[config.mk]
export PLATFORM = sky130hd
export DESIGN_NAME = vga_bounce_box_flat
export DESIGN_NICKNAME = d
export VERILOG_FILES = /design/src/rtl/vga_bounce_box_if.sv /design/src/rtl/vga_bounce_box.sv /design/src/flat_wrapper.sv
export SDC_FILE = /design/constraint.sdc
export NUM_CORES = 1
export LEC_CHECK = 0
export BUFFER_PORTS_ARGS = -buffer_cell sky130_fd_sc_hd__buf_2
export CAP_MARGIN = 40
export CELL_PAD_IN_SITES_DETAIL_PLACEMENT = 0
export CELL_PAD_IN_SITES_GLOBAL_PLACEMENT = 1
export CORE_MARGIN = 1
export CORE_UTILIZATION = 43
export DETAILED_ROUTE_END_ITERATION = 10
export GPL_TIMING_DRIVEN = 0
export PLACE_DENSITY_LB_ADDON = 0.15
export SETUP_SLACK_MARGIN = 0.5
export SYNTH_ARGS = -nofsm -noshare
export SYNTH_HDL_FRONTEND = slang
export SYNTH_SLANG_ARGS = --single-unit
[constraint.sdc]
create_clock -name clk -period 3.57 [get_ports clk]
set_input_delay 0.357 -clock clk [delete_from_list [all_inputs] [get_ports clk]]
set_output_delay 0.357 -clock clk [all_outputs]
set_load 0.01 [all_outputs]
[src/rtl/vga_bounce_box_if.sv]
// vga_bounce_box_if
// Raster-side bundle between the timing driver, the bounce-box pixel
// source and the rgb stage.
//
// Signals:
//   x_in, y_in   raster column/line, meaningful while de_in = 1
//   de_in        active-video flag
//   hsync_in     horizontal sync from the timing driver (positive polarity)
//   vsync_in     vertical sync from the timing driver (positive polarity)
//   en           registered RRRGGGBB colour word towards rgb
//   hsync, vsync sync signals re-aligned with en (1 cycle delay)
//
// Handshake: this is a free-running stream with no valid/ready pair. Every
// clock carries one raster position; de_in qualifies it as visible. The
// consumer can never stall the producer, and en/hsync/vsync follow the
// inputs with a fixed 1-cycle latency.
//
// Modports:
//   master  timing-driver side (drives the raster, observes the pixel)
//   slave   pixel-source side (consumes the raster, drives the pixel)

interface vga_bounce_box_if;
    logic [10:0] x_in;
    logic [9:0]  y_in;
    logic        de_in;
    logic        hsync_in;
    logic        vsync_in;
    logic [7:0]  en;
    logic        hsync;
    logic        vsync;

    modport master (
        output x_in, y_in, de_in, hsync_in, vsync_in,
        input  en, hsync, vsync
    );

    modport slave (
        input  x_in, y_in, de_in, hsync_in, vsync_in,
        output en, hsync, vsync
    );
endinterface

[src/rtl/vga_bounce_box.sv]
// vga_bounce_box
// Pixel source for the 800x600@60 Hz path. It draws a solid rectangle on a
// background colour. The rectangle moves once per frame, on the rising edge
// of vsync. It bounces off the screen edges and takes the next palette
// colour on every bounce. The sync signals are delayed by one register so
// they stay aligned with the registered colour word.
//
// Ports:
//   clk          40 MHz pixel clock
//   rst_n        asynchronous, active-low reset
//   run          1 = box advances each frame, 0 = motion/colour frozen
//   vga          raster in / pixel out bundle (slave modport)
//   bounce_cnt   number of bounce events, wraps 255 -> 0
//   dbg_box_x    current top-left column of the box
//   dbg_box_y    current top-left line of the box
//   dbg_dir_x    horizontal direction (0 = right, 1 = left)
//   dbg_dir_y    vertical direction (0 = down, 1 = up)
//   dbg_col_idx  current palette index

module vga_bounce_box #(
    parameter int          H_ACTIVE = 800,
    parameter int          V_ACTIVE = 600,
    parameter int          BOX_W    = 64,
    parameter int          BOX_H    = 48,
    parameter int          STEP_X   = 2,
    parameter int          STEP_Y   = 1,
    parameter logic [7:0]  BG_COLOR = 8'h03
) (
    input  logic                 clk,
    input  logic                 rst_n,
    input  logic                 run,
    vga_bounce_box_if.slave      vga,
    output logic [7:0]           bounce_cnt,
    output logic [10:0]          dbg_box_x,
    output logic [9:0]           dbg_box_y,
    output logic                 dbg_dir_x,
    output logic                 dbg_dir_y,
    output logic [1:0]           dbg_col_idx
);

    // All geometry is evaluated in 12 bits so box + size + step never wraps.
    localparam logic [11:0] HA12 = 12'(H_ACTIVE);
    localparam logic [11:0] VA12 = 12'(V_ACTIVE);
    localparam logic [11:0] BW12 = 12'(BOX_W);
    localparam logic [11:0] BH12 = 12'(BOX_H);
    localparam logic [11:0] SX12 = 12'(STEP_X);
    localparam logic [11:0] SY12 = 12'(STEP_Y);

    logic [10:0] box_x;
    logic [9:0]  box_y;
    logic        dir_x;
    logic        dir_y;
    logic [1:0]  col_idx;
    logic        vs_d;

    logic        frame_tick;
    logic [11:0] x_ext;
    logic [11:0] y_ext;
    logic [11:0] nxt_x;
    logic [11:0] nxt_y;
    logic        nxt_dir_x;
    logic        nxt_dir_y;
    logic        bounce_x;
    logic        bounce_y;

    logic [11:0] px_x;
    logic [11:0] px_y;
    logic        in_box;
    logic [7:0]  box_color;
    logic [7:0]  pix_nxt;

    assign x_ext      = {1'b0, box_x};
    assign y_ext      = {2'b00, box_y};
    assign frame_tick = vga.vsync_in & ~vs_d;

    // Horizontal motion. Landing exactly on an edge is not a bounce; the
    // bounce happens on the following tick, which clamps the box in place.
    always_comb begin
        nxt_x     = x_ext;
        nxt_dir_x = dir_x;
        bounce_x  = 1'b0;
        if (!dir_x) begin
            if (x_ext + BW12 + SX12 > HA12) begin
                nxt_x     = HA12 - BW12;
                nxt_dir_x = 1'b1;
                bounce_x  = 1'b1;
            end else begin
                nxt_x = x_ext + SX12;
            end
        end else begin
            if (x_ext < SX12) begin
                nxt_x     = 12'd0;
                nxt_dir_x = 1'b0;
                bounce_x  = 1'b1;
            end else begin
                nxt_x = x_ext - SX12;
            end
        end
    end

    // Vertical motion, same rule set as the horizontal axis.
    always_comb begin
        nxt_y     = y_ext;
        nxt_dir_y = dir_y;
        bounce_y  = 1'b0;
        if (!dir_y) begin
            if (y_ext + BH12 + SY12 > VA12) begin
                nxt_y     = VA12 - BH12;
                nxt_dir_y = 1'b1;
                bounce_y  = 1'b1;
            end else begin
                nxt_y = y_ext + SY12;
            end
        end else begin
            if (y_ext < SY12) begin
                nxt_y     = 12'd0;
                nxt_dir_y = 1'b0;
                bounce_y  = 1'b1;
            end else begin
                nxt_y = y_ext - SY12;
            end
        end
    end

    // Motion state only moves on a frame tick, which falls inside vertical
    // blanking, so every visible line of a frame sees the same box.
    always_ff @(posedge clk or negedge rst_n) begin
        if (!rst_n) begin
            box_x      <= '0;
            box_y      <= '0;
            dir_x      <= 1'b0;
            dir_y      <= 1'b0;
            col_idx    <= '0;
            bounce_cnt <= '0;
            vs_d       <= 1'b0;
        end else begin
            vs_d <= vga.vsync_in;
            if (frame_tick && run) begin
                box_x <= nxt_x[10:0];
                box_y <= nxt_y[9:0];
                dir_x <= nxt_dir_x;
                dir_y <= nxt_dir_y;
                // A corner hit bounces both axes but is one event.
                if (bounce_x || bounce_y) begin
                    col_idx    <= col_idx + 2'd1;
                    bounce_cnt <= bounce_cnt + 8'd1;
                end
            end
        end
    end

    always_comb begin
        box_color = 8'hE0;
        case (col_idx)
            2'd0: box_color = 8'hE0;
            2'd1: box_color = 8'h1C;
            2'd2: box_color = 8'hFC;
            2'd3: box_color = 8'hE3;
            default: box_color = 8'hE0;
        endcase
    end

    assign px_x   = {1'b0, vga.x_in};
    assign px_y   = {2'b00, vga.y_in};
    assign in_box = (px_x >= x_ext) && (px_x < x_ext + BW12) &&
                    (px_y >= y_ext) && (px_y < y_ext + BH12);

    always_comb begin
        pix_nxt = 8'h00;
        if (vga.de_in) begin
            pix_nxt = in_box ? box_color : BG_COLOR;
        end
    end

    always_ff @(posedge clk or negedge rst_n) begin
        if (!rst_n) begin
            vga.en    <= 8'h00;
            vga.hsync <= 1'b0;
            vga.vsync <= 1'b0;
        end else begin
            vga.en    <= pix_nxt;
            vga.hsync <= vga.hsync_in;
            vga.vsync <= vga.vsync_in;
        end
    end

    assign dbg_box_x   = box_x;
    assign dbg_box_y   = box_y;
    assign dbg_dir_x   = dir_x;
    assign dbg_dir_y   = dir_y;
    assign dbg_col_idx = col_idx;

endmodule

[src/flat_wrapper.sv]
// flat-port wrapper written by rule: the top's interface ports become plain ports
module vga_bounce_box_flat 
#(
    parameter int          H_ACTIVE = 800,
    parameter int          V_ACTIVE = 600,
    parameter int          BOX_W    = 64,
    parameter int          BOX_H    = 48,
    parameter int          STEP_X   = 2,
    parameter int          STEP_Y   = 1,
    parameter logic [7:0]  BG_COLOR = 8'h03
)
  (clk, rst_n, run, bounce_cnt, dbg_box_x, dbg_box_y, dbg_dir_x, dbg_dir_y, dbg_col_idx, vga_x_in, vga_y_in, vga_de_in, vga_hsync_in, vga_vsync_in, vga_en, vga_hsync, vga_vsync);
  vga_bounce_box_if vga_i ();
  input  logic clk;
  input  logic rst_n;
  input  logic run;
  output logic [7:0] bounce_cnt;
  output logic [10:0] dbg_box_x;
  output logic [9:0] dbg_box_y;
  output logic dbg_dir_x;
  output logic dbg_dir_y;
  output logic [1:0] dbg_col_idx;
  input wire logic [$bits(vga_i.x_in)-1:0] vga_x_in;
  input wire logic [$bits(vga_i.y_in)-1:0] vga_y_in;
  input wire logic [$bits(vga_i.de_in)-1:0] vga_de_in;
  input wire logic [$bits(vga_i.hsync_in)-1:0] vga_hsync_in;
  input wire logic [$bits(vga_i.vsync_in)-1:0] vga_vsync_in;
  output wire logic [$bits(vga_i.en)-1:0] vga_en;
  output wire logic [$bits(vga_i.hsync)-1:0] vga_hsync;
  output wire logic [$bits(vga_i.vsync)-1:0] vga_vsync;
  assign vga_i.x_in = vga_x_in;
  assign vga_i.y_in = vga_y_in;
  assign vga_i.de_in = vga_de_in;
  assign vga_i.hsync_in = vga_hsync_in;
  assign vga_i.vsync_in = vga_vsync_in;
  assign vga_en = vga_i.en;
  assign vga_hsync = vga_i.hsync;
  assign vga_vsync = vga_i.vsync;
  vga_bounce_box #(.H_ACTIVE(H_ACTIVE), .V_ACTIVE(V_ACTIVE), .BOX_W(BOX_W), .BOX_H(BOX_H), .STEP_X(STEP_X), .STEP_Y(STEP_Y), .BG_COLOR(BG_COLOR)) u_core (.clk(clk), .rst_n(rst_n), .run(run), .vga(vga_i), .bounce_cnt(bounce_cnt), .dbg_box_x(dbg_box_x), .dbg_box_y(dbg_box_y), .dbg_dir_x(dbg_dir_x), .dbg_dir_y(dbg_dir_y), .dbg_col_idx(dbg_col_idx));
endmodule
After elaboration in Yosys (flattened, before gate mapping)
Cells that the tools add are included.
- output and inout port bits: 43
- input port bits: 27
- flip-flop bits (word level): 43
- bitwise gates (word level): 2
- reductions and logical operators: 7
- equality and inequality tests: 3
- multiplexer cells: 19
- add/sub/neg operators: 10
- $lt $le $gt $ge: 8
- operator list (operator ; count):
    $mux 11 ; 3
    $pmux 8 s4 ; 1
    $mux 10 ; 3
    $gt 12x10->1 const B ; 2
    $mux 8 ; 2
    $add 11x7->12 const B ; 1
    $add 12x1->12 const B ; 1
    $add 12x2->12 const B ; 1
    $lt 10x12->1 ; 1
    $lt 11x12->1 ; 1
    $add 10x6->11 const B ; 1
    $add 11x2->11 const B ; 1
    $ge 11x11->1 ; 1
    $lt 11x2->1 const B ; 1
    $sub 11x2->11 const B ; 1
    $add 10x1->10 const B ; 1
    $ge 10x10->1 ; 1
    $lt 10x1->1 const B ; 1
    $mux 1 ; 10
    $sub 10x1->10 const B ; 1
    $add 8x1->8 const B ; 1
    $eq 2x2->1 const B ; 2
    $logic_and 1x1->1 ; 4
    $add 2x1->2 const B ; 1
    6 further kinds ; 6

Depth between registers and ports, before layout
Gate-level depths: netlist of the first run.
- word-level depth: 7
- depth in mapped cells: 11

Worst setup path before layout of the first run
OpenSTA, ideal clock, no wires.
- kind: register to register
- start point: register u_core.box_y[4] (netlist: u_core.dbg_box_y[4])
- end point: register u_core.bounce_cnt[1]
- cell stages (with the launch flop): 11
- path slack: 0.404 ns
- period minus slack after synthesis: 3.166 ns
- library setup time: 0.125 ns
- data required time: 3.445 ns
- path buffers: 1
- arrival: 3.041 ns
- cell sequence: dfrtp_1 -> buf_2 -> inv_1 -> ha_1 -> xor2_1 -> or4b_4 -> o31ai_2 -> nor3_1 -> a211oi_4 -> o21a_4 -> mux2_4
- longest elaborated chain between the ends: 7
- RTL lines (item ; line ; source):
    from (decl) ; vga_bounce_box.sv:50 ; logic [9:0] box_y;
    from (signal assigned) ; vga_bounce_box.sv:140 ; box_y <= nxt_y[9:0];
    $add 10x6->11 ; vga_bounce_box.sv:107 ; if (y_ext + BH12 + SY12 > VA12) begin
    $add 12x1->12 ; vga_bounce_box.sv:107 ;
    $gt 12x10->1 ; vga_bounce_box.sv:107 ;
    $mux 1 ; vga_bounce_box.sv:107 ;
    $mux 1 (*) ; vga_bounce_box.sv:106 ; if (!dir_y) begin
    $logic_or 1x1->1 (*) ; vga_bounce_box.sv:144 ; if (bounce_x || bounce_y) begin
    $reduce_and 2->1 (no line) (*) ; n/a ;
    to (signal assigned) ; vga_bounce_box.sv:146 ; bounce_cnt <= bounce_cnt + 8'd1;
    to (decl) ; vga_bounce_box.sv:33 ; output logic [7:0] bounce_cnt,
Every way passes the cells marked *; elsewhere a longest branch is shown, timed or not.
A chain may end at the register's enable or synchronous reset.

Final worst setup path of the first run
- start point: register u_core.box_y[4] (netlist: u_core.dbg_box_y[4])
- end point: register u_core.box_y[3] (netlist: u_core.dbg_box_y[3])
- longest elaborated chain between the ends: 5
- RTL lines (item ; line):
    $add 10x6->11 ; vga_bounce_box.sv:107
    $add 12x1->12 ; vga_bounce_box.sv:107
    $gt 12x10->1 ; vga_bounce_box.sv:107
    $mux 10 ; vga_bounce_box.sv:107
    $mux 10 (*) ; vga_bounce_box.sv:106
Marks and branches as above.

==> results.cfg, run 1 <==
[status]
status = finished clean

[yosys]
synth_edf_count = 0
synth.most_common_cell = ha_1
synth.distinct_cells = 76
synthesis.area_um2 = 3780
synth_top_area_share_pct = 24.5
yosysTopAreaCell = dfrtp_1
yosys_warnings = 0
synthTopCellsByCount = ha_1 (45), dfrtp_1 (37), inv_1 (29), nand2_1 (28)
ys_async_sr_fraction_pct = 100
ys_seq_area_share_pct = 24.5
ys_ff_latch = 37
synth-main-ff-cell = dfrtp_1
syn-instance-count = 441
syn_area_per_cell_um2 = 8.58
synth_area_leaders = dfrtp_1 (24%), ha_1 (15%), nand3_1 (3.2%)
syn-num-nets = 513

[global_routing]
antenna_found_initial = 0
met2_usage_pct = 35.7
grt.busiest_layer = met1
grt_start_max_net_pins = 37
grt_pass1_vias = 3346
grt_overflow_total = 0
grt_pass1_wl_um = 16800
globalRouteMet1Util_pct = 35.8
met3_usage_pct = 3.32
grt_usage_pct = 23.8

[pwr]
clkPwrFrac_pct = 13.5
p_int_mw = 1.18
p_seq_share_pct = 26.8
irDropWorstVdd_mv = 0.242
p_sw_share_pct = 47.9
pwr-share-comb_pct = 59.7
power_leakage_nw = 2.06
power.density_nw_per_um2 = 495
total_power_mw = 2.27
switchingPower_mw = 1.09

[worst_setup_path]
reg2reg_slack_ns = 0.59
critPathTopFamily = simple AND/OR/NAND/NOR gates
crit_slowest_cell = or4_4
critPathRequiredTime_ns = 3.76
r2r_cells = 10
worst_setup_path_end_kind = register
cp_max_fo = 10
cp_data_arrival_time_ns = 3.16
timing.critical_path.buf_inv = 2
critPathLaunchType = register
timing.rr.end = u_core.dbg_box_y[3]
crit_chain = buf_8 > inv_8 > ha_4 > xor2_4 > or4_4 > or4b_4 > a31o_4 > a21oi_4 > nor3_2 > a211o_1
cpPeakStageDelay_ns = 0.56
crit_type = register to register
r2r_start = u_core.dbg_box_y[4]

[min_path]
min_from = vga_hsync_in
holdCritPathClass = input port to register
hold_depth = 1
min_to = u_core.vga.hsync

[detailed_routing]
ant_nets = 0
drc = 0
routedWlPerCell_um = 16.7
dr_total_vias = 3774
drt_iter0_markers = 178
wirelength_um = 10600
firstDrtPassIters = 5
vias_per_cell = 5.97

[floorplan]
die_h_um = 95.8
core-area_um2 = 8380
io_pins = 70
rows = 33
die_area_um2 = 9180
die_x_um = 95.8
start_util_pct = 45.1

[sta]
fin_crit_ns = 2.98
max_freq_mhz = 336
finalMaxSlewViolations = 0
worst_slew_margin_rel_pct = 54.1
setup-tns-final_ns = 0
fin_skew_ns = 0.00422
grt_setup_unrepaired = yes
whs_ns = 0.163
fin_crit_sh_pct = 83.4
setup_viol = 0
finalHoldViolCount = 0
worst-slew-pin-transition_ns = 0.683

[job]
maxCapViolCount = 0

[final_layout]
fin_area_um2 = 4590
n_antenna_cell = 0
num-fill-cells = 798
drive_gt1_share_pct = 25.8
area_growth_syn_to_layout_pct = 21.3
nNetsFinal = 598

[clocking]
cts_buffers = 5
clockBufferDepth = 2
cts-htree-levels = 2
cts.sinks = 37
cts_root_buf = clkbuf_8
cts_tree = yes
clk_latency_ns = 0.30
clk_pin_slew_ns = 0.08

[placed_design]
hpwl_um = 8060
port_buffers = 68
gp_congestion = 0.859
placed_cell_area_um2 = 4280
==> repair_timing <==
action                     in CTS  in global routing
setup endpoints to repair      26                 25
gates resized for setup        11                 20
pin swaps                       6                  6
setup buffers                   5                  3
hold buffers                    1                  0
hold endpoints to repair        1                  0
cloned                          0                  0
==> power groups by stage <==
stage | sequential [mW] | clock (mW) | combinational (mW)
after floorplan | 0.631 | 0 | 0.859
after global placement | 0.615 | 0 | 1.23
after detailed placement | 0.620 | 0 | 1.25
after CTS | 0.609 | 0.312 | 1.30
after global routing | 0.623 | 0.331 | 1.52
final | 0.609 | 0.306 | 1.36
==> kinds of logic after synthesis <==
| kind of cell | count (synthesis) | synth area share, % |
|---|---|---|
| XOR/XNOR | 19 | 4.60 |
| flip-flops | 37 | 24.5 |
| AND/OR/NAND/NOR | 142 | 21.0 |
| adder cells (fa/ha/maj) | 45 | 14.9 |
| multiplexers | 3 | 0.926 |
| buffers and inverters | 57 | 6.68 |
| AO/OA/AOI/OAI | 137 | 27.4 |
| other | 1 | 0.0991 |
==> area by class of cell <==
| type | count | area (um^2) | share of cell area [%] |
|---|---|---|---|
| multi-input cells | 347 | 2710 | 59.1 |
| flip-flops and latches | 37 | 931 | 20.3 |
| repair buffers | 78 | 443 | 9.65 |
| plain buffers | 28 | 163 | 3.55 |
| well taps | 105 | 131 | 2.86 |
| inverters | 29 | 119 | 2.59 |
| clock buffers | 5 | 68.8 | 1.50 |
| clock inverters | 3 | 21.3 | 0.464 |
==> metal layers <==
| metal | share of wire, % | vias to the layer above |
|---|---|---|
| li1 | - | 1846 |
| met2 | 44 | 114 |
| met4 | 1.1 | 0 |
| met5 | 0 | - |
| met1 | 50 | 1805 |
| met3 | 5.3 | 9 |
==> flip-flops by register name, indices dropped and copies added (netlist names) <==
name and flops:
u_core.vga.en 3, u_core.dbg_col_idx 2, u_core.dbg_dir_y 1, u_core.bounce_cnt 8, u_core.vs_d 1, u_core.vga.hsync 1
u_core.dbg_box_y 10, u_core.dbg_dir_x 1, u_core.dbg_box_x 10
==> metrics by stage <==
| step | utilization [%] | worst slack, ns | instances |
|---|---|---|---|
| floorplan | - | 0.531 | 441 |
| global placement | 50.9 | 0.116 | 614 |
| detailed placement | 51.1 | 0.0897 | 615 |
| CTS | 53.3 | 0.468 | 629 |
| global route | 54.7 | 0.475 | 632 |
| finish | 54.7 | 0.594 | 632 |
==> how the worst max path moves through the flow <==
stage | slack, ns | start | cells after the start | endpoint
after floorplan | 0.53 | u_core.dbg_box_y[5] | 9 | u_core.bounce_cnt[1]
after global placement | 0.12 | u_core.dbg_box_y[5] | 9 | u_core.bounce_cnt[1]
after detailed placement | 0.09 | u_core.dbg_box_y[5] | 9 | u_core.bounce_cnt[1]
after CTS | 0.47 | u_core.dbg_box_x[1] | 9 | u_core.bounce_cnt[1]
after global routing | 0.47 | u_core.dbg_box_x[6] | 10 | u_core.bounce_cnt[1]
final | 0.59 | u_core.dbg_box_y[4] | 10 | u_core.dbg_box_y[3]
==> placed cells by master (no fill, tap or decap), types with 7 or more instances in the layout <==
master	count
clkbuf_1	12
ha_1	43
buf_4	14
xnor2_1	12
nor3_1	11
a21oi_1	22
a211oi_1	8
o21ai_0	23
a21o_1	7
nand3_1	23
dfrtp_1	33
nand2_1	28
buf_2	70
inv_1	27
nand4_1	12
nor2_1	20
No activity file was read; power rests on OpenSTA's default activity.
==> run 2, diff against run 1 <==
Clock period 3.57 ns to 3 ns, I/O delays scaled along.
==> results.cfg, run 2 (synthesized netlist as in run 1, its figures left out) <==
[min_path]
min_from = vga_hsync_in
holdCritPathClass = input port to register

[final_layout]
final_cells = 663
area_growth_syn_to_layout_pct = 36.4
fin_area_um2 = 5160
final_common_cell = buf_2
drive_gt1_share_pct = 39.1
final_cell_mix = buf_2 (71), buf_4 (39), ha_1 (38)
num-fill-cells = 766
fin_util_pct = 61.6
nNetsFinal = 629
n_antenna_cell = 0

[detailed_routing]
firstDrtPassIters = 5
ant_nets = 0
dr_total_vias = 4007
vias_per_cell = 6.04
routedWlPerCell_um = 17.8
wirelength_um = 11800
drc = 0
drt_iter0_markers = 255

[placed_design]
port_buffers = 68
gp_congestion = 0.878
hpwl_um = 8360
dp.cells = 615
placed_cell_area_um2 = 4380

[worst_setup_path]
r2r_start = u_core.dbg_box_y[5]
critPathLaunchType = register
cp_max_fo = 5
cpPeakStageDelay_ns = 0.57
worst_setup_path_end_kind = register
crit_slowest_cell = or4_4
cp_data_arrival_time_ns = 3.16
critPathRequiredTime_ns = 3.19
crit_chain = clkinvlp_4 > ha_4 > xor2_4 > or4_4 > or4b_4 > a31o_4 > a21oi_4 > nor3_2 > a211o_1
crit_type = register to register
startpoint = u_core.dbg_box_y[5]

[floorplan]
core-area_um2 = 8380
start_util_pct = 45.1
rows = 33
die_x_um = 95.8
io_pins = 70
die_area_um2 = 9180
die_h_um = 95.8

[clocking]
clk_latency_ns = 0.30
cts-htree-levels = 2
cts.sinks = 37
cts_root_buf = clkbuf_8
clk_pin_slew_ns = 0.08
cts_buffers = 5
cts_tree = yes
clockBufferDepth = 2

[global_routing]
grt_usage_pct = 26.3
grt_pass1_wl_um = 18400
grt_start_max_net_pins = 35
antenna_found_initial = 0
grt_pass1_vias = 3708
grt_overflow_total = 0

[sta]
max_freq_mhz = 337
whs_ns = 0.107
fin_crit_sh_pct = 99.0
worst_slew_margin_rel_pct = 50.8
finalMaxSlewViolations = 0
worst-slew-pin-transition_ns = 0.739
fin_skew_ns = 0.00840
grt_setup_unrepaired = yes
fin_crit_ns = 2.97
finalHoldViolCount = 0
setup_viol = 0

[pwr]
irDropWorstVdd_mv = 0.296
power.density_nw_per_um2 = 607
power_leakage_nw = 2.26

[status]
status = finished clean

[job]
maxCapViolCount = 0
[run 2: changes by cell type in the layout (fill, tap and decap cells not counted), moves of 4 or more]
cell	delta
a21oi_1	-4
a211oi_1	-5
a221oi_1	-4
o21ai_0	-7
a211oi_2	+5
buf_4	+25
ha_1	-5
buf_6	+6
a221oi_2	+4
o21ai_2	+4
[run 2: through the flow]
step           setup slack (ns)  power [mW]  TNS, ns
6_report                 0.0304        3.13        0
5_1_grt                 -0.0174        3.35  -0.0504
4_1_cts                  0.0445        3.01        0
3_5_place_dp             -0.383        2.29    -4.09
3_3_place_gp             -0.343        2.26    -3.68
2_1_floorplan            0.0432        1.82        0
[run 2: layout make-up]
| class | instances | area, um^2 | area share (%) |
|---|---|---|---|
| Sequential cell | 37 | 933 | 18.1 |
| Tap cell | 105 | 131 | 2.55 |
| Buffer | 28 | 181 | 3.52 |
| Inverter | 29 | 120 | 2.33 |
| Multi-Input combinational cell | 347 | 2970 | 57.6 |
| Clock buffer | 6 | 72.6 | 1.41 |
| Clock inverter | 2 | 38.8 | 0.752 |
| Timing Repair Buffer | 109 | 711 | 13.8 |
[run 2: worst paths after layout]
path                                   endpoint  depth (start not counted)  slack (ns)
setup / recovery            u_core.dbg_box_y[3]                          9        0.03
hold / removal                 u_core.vga.hsync                          1        0.11
setup reg to reg            u_core.dbg_box_y[3]                          9        0.03
hold reg to reg            u_core.bounce_cnt[7]                          1        0.47
max in group asynchronous   u_core.dbg_box_x[6]                          3        2.24
min in group asynchronous   u_core.dbg_box_x[9]                          2        0.34
[run 2: per-layer routing]
metal  track usage, %  up-vias  wire (um)
met1             38.2     1923       5670
met3             4.82       10        708
met4             5.22        0         96
met5                0        -          0
met2             40.7      167       5350
li1                 -     1907          -
[run 2: where the power goes]
| part | total [mW] | internal, mW | switching, mW | leakage (nW) |
|---|---|---|---|---|
| Clock | 0.455 | 0.250 | 0.205 | 0.0554 |
| Combinational | 1.97 | 0.818 | 1.15 | 1.77 |
| Sequential | 0.707 | 0.598 | 0.109 | 0.438 |
| Total | 3.13 | 1.67 | 1.47 | 2.26 |
[run 2: worst max-delay path: cells and delay by family, from the launching register on]
kind            cells  cell delay [ns]
simple gates        3             1.17
buf+inv             1             0.14
xor+xnor            1             0.17
compound gates      3             0.75
fa+ha+maj           1             0.21
flops               1             0.42
[run 2: timing repair]
item,in CTS,in global routing
gates cloned,1,0
pin swaps,22,28
buffers inserted,32,6
endpoints found under the hold margin,3,0
gates resized for setup,52,40
hold buffers,1,0
setup endpoints to repair,35,35
==> run 3, diff against run 2 <==
Settings changed: CORE_ASPECT_RATIO from default to 1.1.
==> results.cfg, run 3 (synthesized netlist as in run 1, its figures left out) <==
[final_layout]
final_cell_mix = buf_2 (72), ha_1 (39), buf_4 (37)
area_growth_syn_to_layout_pct = 35.7
num-fill-cells = 776
n_antenna_cell = 0
drive_gt1_share_pct = 38.3
final_common_cell = buf_2
nNetsFinal = 625

[worst_setup_path]
r2r_cells = 9
r2r_start = u_core.dbg_box_y[5]
timing.rr.end = u_core.dbg_box_y[3]
startpoint = u_core.dbg_box_y[5]
crit_type = register to register
worst_setup_path_end_kind = register
cp_max_fo = 4
critPathLaunchType = register
crit_end = u_core.dbg_box_y[3]
cp_data_arrival_time_ns = 3.12
reg2reg_slack_ns = 0.07
critPathRequiredTime_ns = 3.19

[global_routing]
grt_usage_pct = 26.1
grt_pass1_vias = 3922
grt_pass1_wl_um = 19100
antenna_found_initial = 0
grt_start_max_net_pins = 34
grt_overflow_total = 0

[status]
status = finished clean

[detailed_routing]
drt_iter0_markers = 185
routedWlPerCell_um = 18.3
wirelength_um = 12200
firstDrtPassIters = 5
drc = 0
ant_nets = 0
dr_total_vias = 4048
vias_per_cell = 6.09

[floorplan]
core-area_um2 = 8450
die_x_um = 91.4
rows = 35
die_area_um2 = 9180
start_util_pct = 44.8
die_h_um = 100
io_pins = 70

[min_path]
holdCritPathClass = input port to register

[pwr]
clkPwrFrac_pct = 14.3
irDropWorstVdd_mv = 0.335
power_leakage_nw = 2.26
p_seq_share_pct = 22.7
p_sw_share_pct = 46.9
total_power_mw = 3.14
power.density_nw_per_um2 = 613
pwr-share-comb_pct = 63.0
switchingPower_mw = 1.48
p_int_mw = 1.67

[sta]
finalHoldViolCount = 0
fin_crit_sh_pct = 97.6
worst-slew-pin-transition_ns = 0.728
fin_crit_ns = 2.93
setup_viol = 0
finalMaxSlewViolations = 0
worst_slew_margin_rel_pct = 51.1
max_freq_mhz = 341
fin_ws_ns = 0.0715
grt_setup_unrepaired = yes
fin_skew_ns = 0.0102

[clocking]
clockBufferDepth = 2
cts-htree-levels = 2
cts.sinks = 37
clk_pin_slew_ns = 0.09
cts_tree = yes
cts_buffers = 5
clk_latency_ns = 0.30
cts_root_buf = clkbuf_8

[placed_design]
port_buffers = 68
gp_congestion = 0.874
hpwl_um = 8430
place_worst_setup_slack_ns = -0.390

[job]
maxCapViolCount = 0
run 3: power by group through the flow:
stage	Combinational, mW	Sequential (mW)	Clock, mW
final	1.98	0.714	0.448
after global placement	1.52	0.739	0
after detailed placement	1.55	0.743	0
after floorplan	1.06	0.759	0
after global routing	2.17	0.730	0.476
after CTS	1.86	0.709	0.454
run 3: metal layers:
metal | global-route usage [%] | part of all wire [%] | vias up
met2 | 47.2 | 52 | 135
met1 | 31.8 | 41 | 1981
met3 | 2.27 | 4.1 | 30
met5 | 0 | 0 | -
met4 | 10.9 | 2.6 | 0
li1 | - | - | 1902
run 3: cell type report:
cell class / instances / area, um^2 / share of cell area [%]
repair buffers: 105 / 658 / 12.8
well taps: 111 / 139 / 2.71
clock inverters: 3 / 46.3 / 0.902
multi-input cells: 347 / 2980 / 58.0
flip-flops and latches: 37 / 936 / 18.2
inverters: 29 / 125 / 2.44
clock buffers: 5 / 68.8 / 1.34
plain buffers: 28 / 181 / 3.53
run 3: worst min-delay path by stage:
stage	startpoint	end	slack, ns	cells after the start
CTS	vga_hsync_in	u_core.vga.hsync	0.10	1
global route	vga_hsync_in	u_core.vga.hsync	0.1	1
floorplan	rst_n	u_core.bounce_cnt[0]	0.004	0
detailed placement	rst_n	u_core.dbg_box_y[2]	0.13	1
global placement	vga_hsync_in	u_core.vga.hsync	0.41	1
finish	vga_hsync_in	u_core.vga.hsync	0.11	1
run 3: through the flow:
step	utilization [%]	cells	area (um^2)	hold WS, ns	setup TNS (ns)
detailed placement	51.9	621	4390	0.134	-4.26
global placement	51.7	620	4370	0.408	-3.66
CTS	58.8	660	4970	0.101	0
floorplan	-	441	3890	0.00441	0
global route	60.7	665	5130	0.0956	0
finish	60.7	665	5130	0.107	0
run 3: worst max-delay path: stages, from the launching register on:
cell and delay [ns]:
dfrtp_2 0.42, clkinvlp_4 0.14, ha_4 0.20, xor2_4 0.16, or4_4 0.54, or4b_4 0.51
a31o_4 0.28, a21oi_4 0.20, nor3_2 0.07, a211o_1 0.28
run 3: timing repair:
action | 4_1_cts | 5_1_grt
gates resized for setup | 58 | 28
setup endpoints to repair | 34 | 35
cloned | 1 | 0
buffers inserted | 29 | 5
pin swaps | 27 | 13
hold buffers | 1 | 0
hold endpoints to repair | 4 | 0
